===== src/rtl/uart_pkg.sv =====
// Shared UART definitions: receiver state encoding, frame width and the odd-parity
// helper that both the Tx and Rx sides use.
package uart_pkg;

    localparam int UART_DATA_BITS = 8;

    typedef enum logic [2:0] {
        ST_IDLE      = 3'd0,
        ST_START     = 3'd1,
        ST_DATA      = 3'd2,
        ST_STOP      = 3'd3,
        ST_PARITY    = 3'd4,
        ST_WAIT_IDLE = 3'd5
    } rx_state_e;

    function automatic logic odd_parity(input logic [UART_DATA_BITS-1:0] b);
        return ~^b;
    endfunction

endpackage


===== src/rtl/uart_rx_if.sv =====
// Byte-side bus of the UART receiver: received byte, its valid strobe, busy and
// per-frame error flags. master = receiver, slave = byte consumer.
interface uart_rx_if;
    import uart_pkg::*;

    logic [UART_DATA_BITS-1:0] data_out;
    logic                      data_valid;
    logic                      busy;
    logic                      frame_err;
    logic                      parity_err;

    modport master (
        output data_out,
        output data_valid,
        output busy,
        output frame_err,
        output parity_err
    );

    modport slave (
        input data_out,
        input data_valid,
        input busy,
        input frame_err,
        input parity_err
    );

endinterface


===== src/rtl/uart_rx_sync.sv =====
// Two-flop synchroniser for the asynchronous serial pin; resets to the idle (high) level.
module uart_rx_sync (
    input  logic clk,
    input  logic rst_n,
    input  logic rx_in,
    output logic rx_s
);
    logic meta;

    always_ff @(posedge clk or negedge rst_n) begin
        if (!rst_n) begin
            meta <= 1'b1;
            rx_s <= 1'b1;
        end else begin
            meta <= rx_in;
            rx_s <= meta;
        end
    end

endmodule


===== src/rtl/uart_rx.sv =====
// UART receiver: start, 8 data bits LSB first, stop, odd parity. Parity checking is
// enabled by defining UART_RX_PARITY_CHECK_EN; otherwise parity_err stays 0.
//   state     | meaning
//   IDLE      | line idle, waiting for rx_s low
//   START     | counting to mid start bit to reject glitches
//   DATA      | sampling 8 data bits
//   STOP      | sampling stop bit
//   PARITY    | sampling parity bit, then publishing the frame
//   WAIT_IDLE | waiting for the line to return high
module uart_rx
    import uart_pkg::*;
#(
    parameter int CLKS_PER_BIT = 2
) (
    input  logic      clk,
    input  logic      rst_n,
    input  logic      rx_in,
    uart_rx_if.master rx_bus
);
    localparam int MID   = CLKS_PER_BIT / 2;
    localparam int CNT_W = $clog2(CLKS_PER_BIT + 1);
    localparam int IDX_W = $clog2(UART_DATA_BITS);
    localparam logic [CNT_W-1:0] T_MID    = CNT_W'(MID);
    localparam logic [CNT_W-1:0] T_LAST   = CNT_W'(CLKS_PER_BIT - 1);
    localparam logic [CNT_W-1:0] T_DONE   = CNT_W'(CLKS_PER_BIT);
    localparam logic [IDX_W-1:0] IDX_LAST = IDX_W'(UART_DATA_BITS - 1);

    logic                      rx_s;
    rx_state_e                 state_q, state_d;
    logic [CNT_W-1:0]          timer_q, timer_d;
    logic [IDX_W-1:0]          idx_q, idx_d;
    logic [UART_DATA_BITS-1:0] shift_q, shift_d;
    logic [UART_DATA_BITS-1:0] data_q, data_d;
    logic                      stop_bad_q, stop_bad_d;
    logic                      par_q, par_d;
    logic                      valid_q, valid_d;
    logic                      busy_q, busy_d;
    logic                      ferr_q, ferr_d;
    logic                      perr_q, perr_d;
    logic                      par_bad;

    uart_rx_sync u_sync (
        .clk   (clk),
        .rst_n (rst_n),
        .rx_in (rx_in),
        .rx_s  (rx_s)
    );

`ifdef UART_RX_PARITY_CHECK_EN
    assign par_bad = (par_q != odd_parity(shift_q));
`else
    assign par_bad = 1'b0;
`endif

    always_comb begin
        state_d    = state_q;
        timer_d    = timer_q;
        idx_d      = idx_q;
        shift_d    = shift_q;
        data_d     = data_q;
        stop_bad_d = stop_bad_q;
        par_d      = par_q;
        valid_d    = 1'b0;
        busy_d     = busy_q;
        ferr_d     = ferr_q;
        perr_d     = perr_q;

        case (state_q)
            ST_IDLE: begin
                if (!rx_s) begin
                    // detect cycle counts as timer 0, so START begins at 1
                    state_d = ST_START;
                    timer_d = CNT_W'(1);
                    busy_d  = 1'b1;
                end
            end
            ST_START: begin
                if (timer_q == T_MID) begin
                    timer_d = '0;
                    if (!rx_s) begin
                        state_d = ST_DATA;
                        idx_d   = '0;
                    end else begin
                        state_d = ST_IDLE;
                        busy_d  = 1'b0;
                    end
                end else begin
                    timer_d = timer_q + CNT_W'(1);
                end
            end
            ST_DATA: begin
                if (timer_q == T_LAST) begin
                    timer_d        = '0;
                    shift_d[idx_q] = rx_s;
                    if (idx_q == IDX_LAST) state_d = ST_STOP;
                    else                   idx_d   = idx_q + IDX_W'(1);
                end else begin
                    timer_d = timer_q + CNT_W'(1);
                end
            end
            ST_STOP: begin
                if (timer_q == T_LAST) begin
                    timer_d    = '0;
                    stop_bad_d = ~rx_s;
                    state_d    = ST_PARITY;
                end else begin
                    timer_d = timer_q + CNT_W'(1);
                end
            end
            ST_PARITY: begin
                // timer overruns to CLKS_PER_BIT for the publish cycle after the sample
                if (timer_q == T_LAST) begin
                    par_d   = rx_s;
                    timer_d = T_DONE;
                end else if (timer_q == T_DONE) begin
                    data_d  = shift_q;
                    valid_d = 1'b1;
                    ferr_d  = stop_bad_q;
                    perr_d  = par_bad;
                    timer_d = '0;
                    state_d = ST_WAIT_IDLE;
                end else begin
                    timer_d = timer_q + CNT_W'(1);
                end
            end
            ST_WAIT_IDLE: begin
                if (rx_s) begin
                    state_d = ST_IDLE;
                    busy_d  = 1'b0;
                end
            end
            default: begin
                state_d = ST_IDLE;
                timer_d = '0;
                busy_d  = 1'b0;
            end
        endcase
    end

    always_ff @(posedge clk or negedge rst_n) begin
        if (!rst_n) begin
            state_q    <= ST_IDLE;
            timer_q    <= '0;
            idx_q      <= '0;
            shift_q    <= '0;
            data_q     <= '0;
            stop_bad_q <= 1'b0;
            par_q      <= 1'b0;
            valid_q    <= 1'b0;
            busy_q     <= 1'b0;
            ferr_q     <= 1'b0;
            perr_q     <= 1'b0;
        end else begin
            state_q    <= state_d;
            timer_q    <= timer_d;
            idx_q      <= idx_d;
            shift_q    <= shift_d;
            data_q     <= data_d;
            stop_bad_q <= stop_bad_d;
            par_q      <= par_d;
            valid_q    <= valid_d;
            busy_q     <= busy_d;
            ferr_q     <= ferr_d;
            perr_q     <= perr_d;
        end
    end

    assign rx_bus.data_out   = data_q;
    assign rx_bus.data_valid = valid_q;
    assign rx_bus.busy       = busy_q;
    assign rx_bus.frame_err  = ferr_q;
    assign rx_bus.parity_err = perr_q;

endmodule


===== src/flat_wrapper.sv =====
// flat-port wrapper written by rule: the top's interface ports become plain ports
module uart_rx_flat import uart_pkg::*;
#(
    parameter int CLKS_PER_BIT = 2
)
  (clk, rst_n, rx_in, rx_bus_data_out, rx_bus_data_valid, rx_bus_busy, rx_bus_frame_err, rx_bus_parity_err);
  uart_rx_if rx_bus_i ();
  input  logic clk;
  input  logic rst_n;
  input  logic rx_in;
  output wire logic [$bits(rx_bus_i.data_out)-1:0] rx_bus_data_out;
  output wire logic [$bits(rx_bus_i.data_valid)-1:0] rx_bus_data_valid;
  output wire logic [$bits(rx_bus_i.busy)-1:0] rx_bus_busy;
  output wire logic [$bits(rx_bus_i.frame_err)-1:0] rx_bus_frame_err;
  output wire logic [$bits(rx_bus_i.parity_err)-1:0] rx_bus_parity_err;
  assign rx_bus_data_out = rx_bus_i.data_out;
  assign rx_bus_data_valid = rx_bus_i.data_valid;
  assign rx_bus_busy = rx_bus_i.busy;
  assign rx_bus_frame_err = rx_bus_i.frame_err;
  assign rx_bus_parity_err = rx_bus_i.parity_err;
  uart_rx #(.CLKS_PER_BIT(CLKS_PER_BIT)) u_core (.clk(clk), .rst_n(rst_n), .rx_in(rx_in), .rx_bus(rx_bus_i));
endmodule

===== config.mk =====
export PLATFORM = sky130hd
export DESIGN_NAME = uart_rx_flat
export DESIGN_NICKNAME = d
export VERILOG_FILES = /design/src/rtl/uart_pkg.sv /design/src/rtl/uart_rx_if.sv /design/src/rtl/uart_rx_sync.sv /design/src/rtl/uart_rx.sv /design/src/flat_wrapper.sv
export SDC_FILE = /design/constraint.sdc
export NUM_CORES = 1
export LEC_CHECK = 0
export CAP_MARGIN = 40
export CORE_MARGIN = 2
export CORE_UTILIZATION = 55
export CTS_BUF_LIST = sky130_fd_sc_hd__clkbuf_16
export CTS_CLUSTER_SIZE = 12
export DETAILED_ROUTE_END_ITERATION = 12
export PLACE_DENSITY = 0.76
export SLEW_MARGIN = 20
export SYNTH_ARGS = -nofsm -noshare
export SYNTH_HDL_FRONTEND = slang
export SYNTH_HIERARCHICAL = 1
export SYNTH_SLANG_ARGS = --single-unit

===== constraint.sdc =====
create_clock -name clk -period 2.1 [get_ports clk]
set_clock_uncertainty 0.05 [all_clocks]
set_input_delay 0.42 -clock clk [delete_from_list [all_inputs] [get_ports clk]]
set_output_delay 0.42 -clock clk [all_outputs]
set_load 0.01 [all_outputs]

* After elaboration in Yosys (flattened, before gate mapping) *
Cells that the tools add are included.
Widths: inputs -> output; s select.

storage, ports and cells
  register bits after elaboration = 30

operators by class
  add/subtract/negate cells = 2
  order comparisons = 2
  equal/unequal tests = 18
  mux-type cells = 30
  bitwise logic cells = 4
  reduce and logical (&&, ||, !) cells = 12

operators with widths
  cell                 count
  $mux 3               12
  $pmux 3 s6           1
  $mux 2               5
  $ne 2x1->1 const B   5
  $ne 2x2->1 const B   5
  $eq 3x3->1 const B   3
  $bwmux 8             1
  $pmux 2 s4           1
  $reduce_and 8->1     1
  $mux 1               7
  $eq 3x2->1 const B   2
  $pmux 3 s2           1
  $reduce_and 2->1     3
  $reduce_and 3->1     2
  $reduce_or 3->1      2
  $reduce_and 5->1     1
  $lt 3x4->1 const B   1
  $not 1->1            4
  $pmux 1 s4           1
  $add 3x1->3 const B  1
  $demux 1 s3          1
  $eq 3x1->1 const B   1
  $ge 3x1->1 const B   1
  $logic_not 3->1      1
  5 further kinds      5

* Depth between registers and ports, before layout *
Gate-level depths: netlist (run 1).

  depth after elaboration = 5
  depth in mapped cells = 7
  depth with buffers taken out = 5

* Hierarchy *
Netlist (run 1), hierarchy kept.

modules (own cells, without submodules)
  module        times used  cells an instance  area each (µm²)  sequential area each (µm²)
  uart_rx       1           148                1426.4           700.7
  uart_rx_sync  1           2                  52.6             52.6

* Worst setup path before layout (run 1) *
Ideal clock, no wire load.

  kind = register -> register
  start point = reg u_core.idx_q[0]
  end point = reg u_core.idx_q[0]
  setup time = 0.125 ns
  arrival = 1.552 ns
  slack = 0.374 ns
  stages on the path, launching flop included = 5
  period minus slack after synthesis = 1.726 ns
  cells stage by stage = dfrtp_1 -> ha_1 -> ha_1 -> a2111oi_4 -> mux2_2

on the way
  longest elaborated chain between the ends = 4
  elaborated cells between the ends (all ways) = 7
  classes of those cells = 1 x add/sub; 2 x eq/ne; 3 x mux; 1 x reduce/logical

ends and longest elaborated chain
  item                    RTL line        source
  from (decl)             uart_rx.sv:31   logic [IDX_W-1:0] idx_q, idx_d;
  from (signal assigned)  uart_rx.sv:156  idx_q <= idx_d;
  $add 3x1->3             uart_rx.sv:96   else idx_d = idx_q + IDX_W'(1);
  $mux 3                  uart_rx.sv:95   if (idx_q == IDX_LAST) state_d = ST_STOP;
  $mux 3                  uart_rx.sv:92   if (timer_q == T_LAST) begin
  $pmux 3 s2              uart_rx.sv:68   case (state_q)

Several ways; a longest one is shown, not always the timed one. The select of a mux whose other input is x is not followed.
A chain may end at the register's enable or synchronous reset.

* Worst setup path in the final report (run 1) *
  start point = reg u_core.idx_q[1]
  end point = reg u_core.idx_q[0]

on the way
  longest elaborated chain between the ends = 3

ends and longest elaborated chain
  item                        RTL line
  $eq 3x3->1                  uart_rx.sv:95
  $ne 2x2->1 (no line)        --
  $reduce_and 5->1 (no line)  --

Every way passes these cells.

==> flow_summary.toml, run 1 <==
[clocking]
cts_tree = "yes"
clock-root-buffer = "clkbuf_16"
cts_sinks = 30
clock_latency_ns = 0.27
cts.clk_slew.worst_paths_ns = 0.05
hold_buffers = 0
max-clock-path-buffers = 2
numCtsBuffers = 5
cts_resized = 0
htree_levels = 2
postCtsSetupBuffers = 0

[setup_path]
endpoint_kind = "register"
path_max_fanout = 5
crit_chain = "ha_1, ha_1, a2111oi_4, mux2_2"
critPathRequiredTime_ns = 2.20
r2r_slack_ns = 0.21
r2r-start = "u_core/idx_q[1]"
cpMaxStageDelayCell = "a2111oi_4"
setup.worst_path.end = "u_core/idx_q[0]"
startpoint_type = "register"
crit_arrival_ns = 1.99
r2r-end = "u_core/idx_q[0]"
rr_worst_depth = 4
max_stage_delay_ns = 0.44
crit_top_cell = "ha_1"
path_class = "register to register"
cp-startpoint = "u_core/idx_q[1]"

[yosys]
synth_cells = 150
synth_async_sr_flop_share_pct = 100
synth-edff-count = 0
synth_area_um2 = 1480
synth_fp_nets = 155
yosysSeqAreaShare_pct = 50.9
synth.avg_cell_area_um2 = 9.86
ys.flop_type = "dfrtp_1"
ys_warn_count = 6
synth_seq_cells = 30
synthDistinctLibCells = 40

[power_and_ir_drop]
ir_worst_vdd_mv = 1.01
p_sw_share_pct = 30.9
clkPwrFrac_pct = 34.0
leakagePower_uw = 0.000850
p_seq_share_pct = 34.6
combPwrFrac_pct = 31.4
p_int_uw = 1590
power-per-cell-area_nw_per_um2 = 1270
p_switching_uw = 710

[sta]
post-route-period-util_pct = 89.9
period_needed_ns = 1.89
finalSetupViolCount = 0
fmax_ghz = 0.530
slew_violations = 0
tns_ns = 0
hold_viol = 0
rsz0062_at_grt = "false"

[final_layout]
fin_nets = 172
stdcell_count = 198
syn2layout_area_growth_pct = 22.8
layout-drive-gt1-share_pct = 14.9
diodes = 0

[routing]
drt_wl_total_um = 2840
avgViaCountPerCell = 5.61
drcViolationCount = 0
firstDrtPassIters = 4
post_drt_wl_per_cell_um = 14.3
drtIter0Drc = 33
drtAntennaViolNets = 0
vias = 1110

[hold_path]
hold_path.class = "register to register"

[status]
status = "finished, final reports clean"

[placed_design]
routabilityCongestion = 0.825
port_buffers = 13
hpwl_um = 1970
dp_cells = 190

[floorplanning]
die_x_um = 55.9
core_area_um2 = 2520
pin_count = 15
initial_core_util_pct = 58.6
die_y_um = 55.9
num_rows = 18
die_area_um2 = 3120

[global_route]
gr-total-overflow = 0
antenna_found_initial = 0
grt_start_max_net_pins = 31
grt_pass1_vias = 1112
track_usage_pct = 20.7
grt_pass1_wl_um = 4980

[flow_run]
maxCapViolations = 0
==> synth_stat cells (3+ instances only) <==
master	instances	share of area [%]
o21ai_0	5	1.7
mux2_1	8	6.1
inv_1	3	0.76
nor2b_1	3	1.3
a21oi_1	5	1.7
nand2b_1	5	2.1
o31ai_1	3	1.5
clkbuf_1	5	1.3
dfrtp_1	28	47
nand2_1	35	8.9
nor2_1	8	2.0
or3_1	3	1.3
buf_2	3	1.0
nor3_1	4	1.4
==> final cells by class <==
class	count	area (um2)
clock buffers	5	125
clock inverters	3	40.0
fillers	198	706
inverters	4	15.0
multi-input cells	107	669
flip-flops and latches	30	754
well taps	30	37.5
repair buffers	19	175
==> worst min path at each step <==
stage                        from                 end  slack [ns]  cells after the start
3_5_place_dp   u_core/u_sync/meta  u_core/u_sync/rx_s        0.30                      0
4_1_cts        u_core/u_sync/meta  u_core/u_sync/rx_s        0.31                      0
3_3_place_gp   u_core/u_sync/meta  u_core/u_sync/rx_s        0.30                      0
6_report       u_core/u_sync/meta  u_core/u_sync/rx_s        0.31                      0
2_1_floorplan               rst_n     u_core/idx_q[0]        0.07                      0
5_1_grt        u_core/u_sync/meta  u_core/u_sync/rx_s        0.31                      0
==> cell families (layout without fill, tap and decap cells) <==
logic type / count (synthesis) / in the layout / synth area share [%]
other cells: 1 / 1 / 0.254
xor+xnor: 1 / 1 / 0.592
simple gates: 67 / 67 / 21.3
mux: 12 / 12 / 9.22
compound gates: 24 / 24 / 12.2
flops: 30 / 30 / 50.9
fa+ha+maj: 2 / 2 / 1.69
buf+inv: 13 / 31 / 3.81
==> per-stage QoR <==
step	area (um2)	hold WS, ns	total power (uW)	utilization, %	worst slack, ns
CTS	1820	0.309	2310	72.0	0.157
global route	1820	0.312	2440	72.0	0.132
finish	1820	0.306	2300	72.0	0.212
detailed placement	1650	0.299	1520	65.4	0.173
global placement	1650	0.300	1490	65.4	0.245
floorplan	1480	0.0744	1320	-	0.374
==> worst max-delay path: cells and delay by family, from the launching register on <==
kind                       cells  cell delay (ns)
adders and majority gates      2             0.45
muxes                          1             0.39
DFF                            1             0.43
AOI/OAI and AO/OA              1             0.44
==> registers in the layout (all words and copies together) (netlist names), 2 cells and up <==
name                    flops
u_core/rx_bus.data_out      8
u_core/shift_q              8
u_core/idx_q                3
u_core/state_q              3
u_core/timer_q              2
==> power by group through the flow <==
stage / registers [uW] / logic, uW / clock network [uW]
4_1_cts: 791 / 724 / 799
5_1_grt: 816 / 795 / 825
3_5_place_dp: 798 / 720 / 0
2_1_floorplan: 760 / 562 / 0
6_report: 796 / 723 / 782
3_3_place_gp: 794 / 692 / 0
==> cells in the final DEF, fill, tap and decap left out, types with 2 or more instances in the layout <==
cell	instances
o21ai_1	2
nor3_1	4
clkinv_2	2
nand3_1	2
nor2b_1	3
nor2_1	8
a21oi_1	5
nand2_1	35
dfstp_2	2
inv_1	3
dfrtp_1	27
o31ai_1	3
and2b_4	2
ha_1	2
o21ai_0	5
mux2_1	8
or3_1	3
buf_4	6
clkdlybuf4s50_1	13
mux2i_1	2
clkbuf_16	5
nand2b_1	5
==> routing by layer <==
metal | routed length, um | vias up | track usage [%]
li1 | - | 542 | -
met1 | 1270 | 541 | 25.9
met2 | 1430 | 22 | 34.2
met3 | 99 | 5 | 6.51
met4 | 38 | 0 | 6.80
met5 | 0 | - | 0
Power figures use the tool's default switching activity.
==> run 2, diff against run 1 <==
- PLACE_DENSITY: 0.76 -> 0.78
==> run 2 against run 1 <==
Against the previous run: maximum frequency down 3.8%; non-clock buffer count down 1; clock power up 16%; worst setup slack worse by 0.075 ns; highest routed layer unchanged; hold slack better by 0.0030 ns; via count down 0.54%; clock-buffer cell count unchanged; die area unchanged; cell count down 0.51%; largest cell class unchanged; register-to-register slack worse by 0.07 ns; first-iteration DRC count up 21%; final area up 0.83%; critical endpoint is now u_core/shift_q[6].
==> flow_summary.toml, run 2 (synthesis gave the netlist of run 1 again) <==
[setup_path]
critPathRequiredTime_ns = 2.20
r2r-end = "u_core/shift_q[6]"
max_stage_delay_ns = 0.59
rr_worst_depth = 5
path_class = "register to register"
crit_arrival_ns = 2.06
crit_chain = "and2b_4, and2b_4, nand2b_1, or3_1, mux2_4"
crit_top_cell = "and2b_4"
startpoint_type = "register"
cp-startpoint = "u_core/state_q[1]"
endpoint_kind = "register"
r2r_slack_ns = 0.14
crit_family = "simple AND/OR/NAND/NOR gates"
cpMaxStageDelayCell = "dfrtp_1"
critPathBufInv = 0
path_max_fanout = 16
r2r-start = "u_core/state_q[1]"

[routing]
drtIter0Drc = 40
avgViaCountPerCell = 5.60
post_drt_wl_per_cell_um = 15.0
drt_wl_total_um = 2960
drtAntennaViolNets = 0
drcViolationCount = 0
vias = 1104
firstDrtPassIters = 4

[final_layout]
layout_commonest_cell = "nand2_1"
diodes = 0
regArea_um2 = 753
syn2layout_area_growth_pct = 23.9
multi_input_area_um2 = 669
layout-drive-gt1-share_pct = 13.2
fin_nets = 171
mostFrequentLayoutCells = "nand2_1 (35), dfrtp_1 (28), clkdlybuf4s50_1 (13)"
fill_cells = 173

[clocking]
clock-root-buffer = "clkbuf_16"
numCtsBuffers = 5
cts.clk_slew.worst_paths_ns = 0.05
max-clock-path-buffers = 2
postCtsSetupBuffers = 0
cts_resized = 0
cts_sinks = 30
clock_latency_ns = 0.27
htree_levels = 2
cts_tree = "yes"
hold_buffers = 0

[sta]
fmax_ghz = 0.510
post-route-period-util_pct = 93.5
rsz0062_at_grt = "false"
finalSetupViolCount = 0
tns_ns = 0
hold_viol = 0
period_needed_ns = 1.96
whs_ns = 0.309
slew_violations = 0

[power_and_ir_drop]
p_sw_share_pct = 30.1
p_seq_share_pct = 32.6
combPwrFrac_pct = 30.0
ir_worst_vdd_mv = 0.927
p_switching_uw = 733
clkPwrFrac_pct = 37.3
p_int_uw = 1700
power-per-cell-area_nw_per_um2 = 1330
leakagePower_uw = 0.000854

[floorplanning]
pin_count = 15
num_rows = 18
die_x_um = 55.9
initial_core_util_pct = 58.6
core_area_um2 = 2520
die_y_um = 55.9
die_area_um2 = 3120

[placed_design]
port_buffers = 13
routabilityCongestion = 0.795
hpwl_um = 2000

[global_route]
grt_pass1_wl_um = 5020
grt_pass1_vias = 1114
grt_start_max_net_pins = 31
antenna_found_initial = 0
gr-total-overflow = 0
track_usage_pct = 20.7

[hold_path]
worstHoldStart = "u_core/u_sync/meta"
hold_path.class = "register to register"
hold_depth = 0
hold_end = "u_core/u_sync/rx_s"

[status]
status = "finished, final reports clean"

[flow_run]
maxCapViolations = 0
==> run 2: cell count changes in the layout (fill, tap and decap cells not counted), sizes merged <==
| cell | delta |
|---|---|
| buf | -1 |
| bufinv | +1 |
| clkinv | -1 |
==> run 2: power by group through the flow <==
| stage | Combinational (uW) | Clock (uW) | Sequential [uW] |
|---|---|---|---|
| after detailed placement | 718 | 0 | 800 |
| after global routing | 799 | 952 | 810 |
| after CTS | 731 | 927 | 793 |
| after floorplan | 562 | 0 | 760 |
| final | 732 | 910 | 795 |
| after global placement | 688 | 0 | 796 |
==> run 2: per-layer routing <==
metal / part of all wire, % / track usage (%) / wire length, um
met3: 3.1 / 4.88 / 91
met5: 0 / 0 / 0
met4: 0.57 / 7.14 / 17
met2: 54 / 37.6 / 1590
met1: 42 / 23.8 / 1260
==> run 2: worst max-delay path by stage <==
stage | to | slack [ns] | cells past startpoint
finish | u_core/shift_q[6] | 0.14 | 5
global route | u_core/shift_q[1] | 0.04 | 5
CTS | u_core/shift_q[6] | 0.15 | 5
detailed placement | u_core/shift_q[6] | 0.18 | 5
global placement | u_core/shift_q[6] | 0.25 | 5
floorplan | u_core/idx_q[0] | 0.37 | 4
==> run 2: per-stage QoR <==
stage / std cells / area [um2] / worst slack (ns) / power [uW] / utilization (%)
floorplan: 150 / 1480 / 0.374 / 1320 / -
finish: 197 / 1830 / 0.137 / 2440 / 72.6
detailed placement: 189 / 1640 / 0.184 / 1520 / 65.1
CTS: 197 / 1830 / 0.152 / 2450 / 72.6
global route: 197 / 1830 / 0.0384 / 2560 / 72.6
global placement: 189 / 1640 / 0.247 / 1480 / 65.1
==> run 2: final cells by class <==
class / instances / share of cell area [%]
clock buffer: 5 / 6.83
clock inverter: 3 / 3.48
inverter: 4 / 0.820
multi-input combinational: 107 / 36.5
sequential: 30 / 41.1
tap: 30 / 2.05
timing repair buffer: 18 / 9.15
==> variant 1, RTL diff (flow settings as in run 2) <==
Make the reset (`rst_n`) synchronous in 2 clocked blocks. Comments in the files are not updated.
--- a/src/rtl/uart_rx_sync.sv
+++ b/src/rtl/uart_rx_sync.sv
@@ -7,7 +7,7 @@
 );
     logic meta;
 
-    always_ff @(posedge clk or negedge rst_n) begin
+    always_ff @(posedge clk) begin
         if (!rst_n) begin
             meta <= 1'b1;
             rx_s <= 1'b1;
--- a/src/rtl/uart_rx.sv
+++ b/src/rtl/uart_rx.sv
@@ -137,7 +137,7 @@
         endcase
     end
 
-    always_ff @(posedge clk or negedge rst_n) begin
+    always_ff @(posedge clk) begin
         if (!rst_n) begin
             state_q    <= ST_IDLE;
             timer_q    <= '0;
Behaviour: differs if rst_n is asserted again (counterexample within 4 cycles, from zero or initial values and one cycle with rst_n low); with rst_n held inactive, the same outputs for 10 cycles.
==> variant 1 against run 2 <==
  * Largest cell class is now multi-input combinational cells
  * Global-route usage increased by 3.3 points
  * Setup slack improved by 0.21 ns
  * Design area down 7.7%
  * Sequential cell count did not move
  * Non-clock buffer count down 2
  * Wire length shrank 1.4%
  * Synthesized area is 4.9% lower
  * Worst hold slack gained 0.062 ns
  * Sequential share of layout area down 5.6 points
Power is not compared: it rests on default switching activity, and its combinational part moved more than twofold at a synthesized area within 25%.
==> variant 1: results (changes against run 2) <==
Status
  • Status: complete, no violations

Drt
  • Final WL: 2920 um (-1.4%)
  • First-pass detailed-route iteration total: 5 (+1)
  • Via count: 1165 (+5.5%)
  • Metal3 WL: 113 um (+24%)
  • M1 WL: 1330 um (+6.2%)
  • Routed wl met2: 1410 um (-11%)

Global route
  • M2 GR Usage: 0.371 (-0.00436)
  • Met1 Track Usage GR: 0.302 (+0.0646)
  • Vias in the first global route: 1067 (-4.2%)
  • First-pass GRT wire length: 4890 um (-2.6%)
  • M3 GR Usage: 0.0574 (+0.00854)

Logic synthesis
  • Synth top area cells: dfxtp_1 43%, mux2i_1 12%, nor2_1 4.8%
  • Main synth FF type: dfxtp_1
  • Post-Syn Area per Cell: 9.02 um2 (-8.6%)
  • Post-synth top cells: 30 x dfxtp_1, 18 x nor2_1, 17 x mux2i_1, 11 x nand2_1, 9 x nand3_1
  • Post-synth ARST share: 0 (-1.00)

Die
  • Die ar.: 0.00298 mm2 (-4.6%)

Placed design
  • GP Congestion: 0.810 (+1.9%)
  • Placed cells: 191 (+1.1%)
  • DPL Wire Length: 1910 um (-4.2%)
  • Pre-CTS setup slack: 0.269 ns (+0.0849 ns)

Layout
  • Finished Layout Cells: 198 (+0.51%)
  • Plain + repair buffers: 16 (-2)
  • Clk cell area share: 0.0939 (-0.00921)
  • Area of the multi-input gates: 727 um2 (+8.6%)
  • Non-clk buf share: 0.0902 (-0.00129)
  • Fillers: 193 (+12%)
  • Multi-input combinational gate total: 111 (+3.7%)
  • Seq area share: 0.355 (-0.0562)
  • Seq. cell area: 601 um2 (-20%)
  • Layout cells sized above 1: 0.0952 (-0.0365)

Setup path
  • Slowest cell on the critical path: dfxtp_1
  • Crit path largest cell delay: 0.44 ns (-0.15 ns)
  • CP arrival: 1.91 ns (-0.15 ns)
  • Crit-path max FO: 12 (-4)

Clock network
  • Reg clk slew, reported paths: 0.05 ns (about the same)

Power and ir drop
  • Peak VDD IR: about 0.00079 V

Timing
  • Slew HR: 0.572
## variant 1: kinds of logic (layout without fill, tap and decap cells)
logic type / after synthesis / count (layout) / share of synthesized area
AO/OA/AOI/OAI: 26 / 26 / 0.125
adder cells (fa/ha/maj): 2 / 2 / 0.0178
buffers and inverters: 15 / 27 / 0.0560
flip-flops: 30 / 30 / 0.427
multiplexers: 17 / 17 / 0.121
other: 1 / 1 / 0.00267
AND/OR/NAND/NOR: 65 / 65 / 0.251
## variant 1: final timing paths
kind,startpoint,to,slack (ns),cells past startpoint
setup / recovery,u_core/idx_q[1],u_core/idx_q[1],0.34,6
hold / removal,u_core/u_sync/meta,u_core/u_sync/rx_s,0.37,1
setup reg to reg,u_core/idx_q[1],u_core/idx_q[1],0.34,6
hold reg to reg,u_core/u_sync/meta,u_core/u_sync/rx_s,0.37,1
## variant 1: where the power goes
group,switching (mW),internal [mW]
combinational,0.0717,0.0534
clock,0.233,0.546
sequential,0.0362,0.585
total,0.341,1.19
==> variant 2, RTL diff (settings of run 2) <==
Made on the original files. Build with the macro `UART_RX_PARITY_CHECK_EN` defined.
--- a/src/rtl/uart_rx.sv
+++ b/src/rtl/uart_rx.sv
@@ -7,6 +7,8 @@
 //   STOP      | sampling stop bit
 //   PARITY    | sampling parity bit, then publishing the frame
 //   WAIT_IDLE | waiting for the line to return high
+`define UART_RX_PARITY_CHECK_EN
+
 module uart_rx
     import uart_pkg::*;
 #(
Function: no difference found for any inputs over 10 cycles, from zero or initial values and one cycle with rst_n low; that may be too few to reach the edited logic, so the function may still have changed.
==> variant 2 against run 2 <==
  * Sequential share of layout area up 0.25 points
  * Synthesized area rose by 9.4%
  * Design area rose by 6.0%
  * Count of clock-buffer cells in the layout did not move
  * Setup slack better by 0.066 ns
  * Wire length is 3.9% higher
  * First-iteration DRC count shrank 2.5%
  * Worst hold slack about the same
  * Sequential power grew 9.9%
  * Sequential cell count up 2
  * Die area grew 8.7%
  * Synthesized cell count decreased by 6.0%
  * Total power down 3.8%
  * Utilization fell by 2.8 points
==> variant 2: results (changes against run 2) <==
Status
  • Status: complete, no violations

Logic synthesis
  • Post-synth top cells: 30 x dfrtp_1, 11 x mux2_2
  • Fraction of synthesized area in multiplexers: 0.154 (+0.0617)
  • Net Count, Synth: 146 (-5.8%)
  • Gate Count Post-Synth: 141 (-6.0%)
  • Synth top area cells: dfrtp_1 46%, mux2_2 7.7%, mux2_4 6.5%
  • Seq/Total Area, Yosys: 0.497 (-0.0128)
  • Synth Area in XOR/XNOR: 0.0518 (+0.0459)
  • Compound-Gate Fraction of Synth Area: 0.0812 (-0.0406)
  • FF+latch count, synth: 32 (+6.7%)

Placed design
  • GP Congestion: 0.873 (+9.7%)
  • DPL Wire Length: 2050 um (+2.6%)
  • Port Buffer Count: 14 (+1)
  • Placed cells: 182 (-3.7%)

Layout
  • Area of the multi-input gates: 756 um2 (+13%)
  • Non-clk buf share: 0.0838 (-0.00777)
  • Fillers: 208 (+20%)
  • Final nets: 163 (-4.7%)
  • Plain + repair buffers: 17 (-1)
  • Seq. cell area: 803 um2 (+6.6%)
  • Layout cells sized above 1: 0.208 (+0.0758)
  • CLK BUF: 5 (unchanged)
  • Multi-input combinational gate total: 97 (-9.3%)
  • Non-CTS inverters: 5 (+1)

Drt
  • First-pass detailed-route iteration total: 6 (+2)
  • Metal3 WL: 95 um (+4.4%)
  • Vias/cell: 5.73 (+2.3%)
  • M1 WL: 1460 um (+16%)
  • DRT iter0 DRCs: 39 (-2.5%)
  • DR WL/cell: 16.2 um (+7.7%)

Power and ir drop
  • Switching share of power: 0.307 (+0.00643)
  • Seq group: 874 uW (+9.9%)
  • Peak VDD IR: 0.00106 V (+14%)
  • Leakage power: 0.907 nW (+6.2%)

Setup path
  • RR Endpoint: u_core/shift_q[3]
  • CP arrival: 2.01 ns (-0.05 ns)
  • Crit path largest cell delay: 0.56 ns (-0.03 ns)
  • Crit-path max FO: 14 (-2)
  • Flop2flop setup slack: 0.20 ns (+0.07 ns)
  • Worst R2R Path Depth: 4 (-1)

Global route
  • Pin count of the biggest net entering global routing: 33 (+6.5%)
  • All-layer global routing usage: 0.215 (+0.00829)
  • Vias in the first global route: 1113 (-0.090%)
  • First-pass GRT wire length: 5350 um (+6.6%)

Timing
  • Slew HR: 0.710
variant 2: cell types whose count changed after synthesis, moves of 3 or more:
| cell | delta |
|---|---|
| mux2_4 | +6 |
| nor3_1 | +3 |
| xnor2_1 | +5 |
| mux2_1 | -8 |
| nand2_1 | -28 |
| mux2_2 | +10 |
variant 2: stage by stage:
step,cell area (um2),hold WS (ns),setup slack [ns],utilization,total power [mW]
after detailed placement,1780,0.297,0.231,0.640,1.56
after CTS,1940,0.311,0.219,0.698,2.36
after global placement,1780,0.299,0.314,0.640,1.52
after floorplan,1620,0.0744,0.362,-,1.37
final,1940,0.309,0.203,0.698,2.34
after global routing,1940,0.313,0.0942,0.698,2.48
variant 2: layer usage:
| layer | global-route usage | vias up |
|---|---|---|
| met5 | 0 | - |
| met4 | 0.0731 | 0 |
| met3 | 0.0603 | 5 |
| met2 | 0.328 | 19 |
| met1 | 0.299 | 534 |
| li1 | - | 531 |
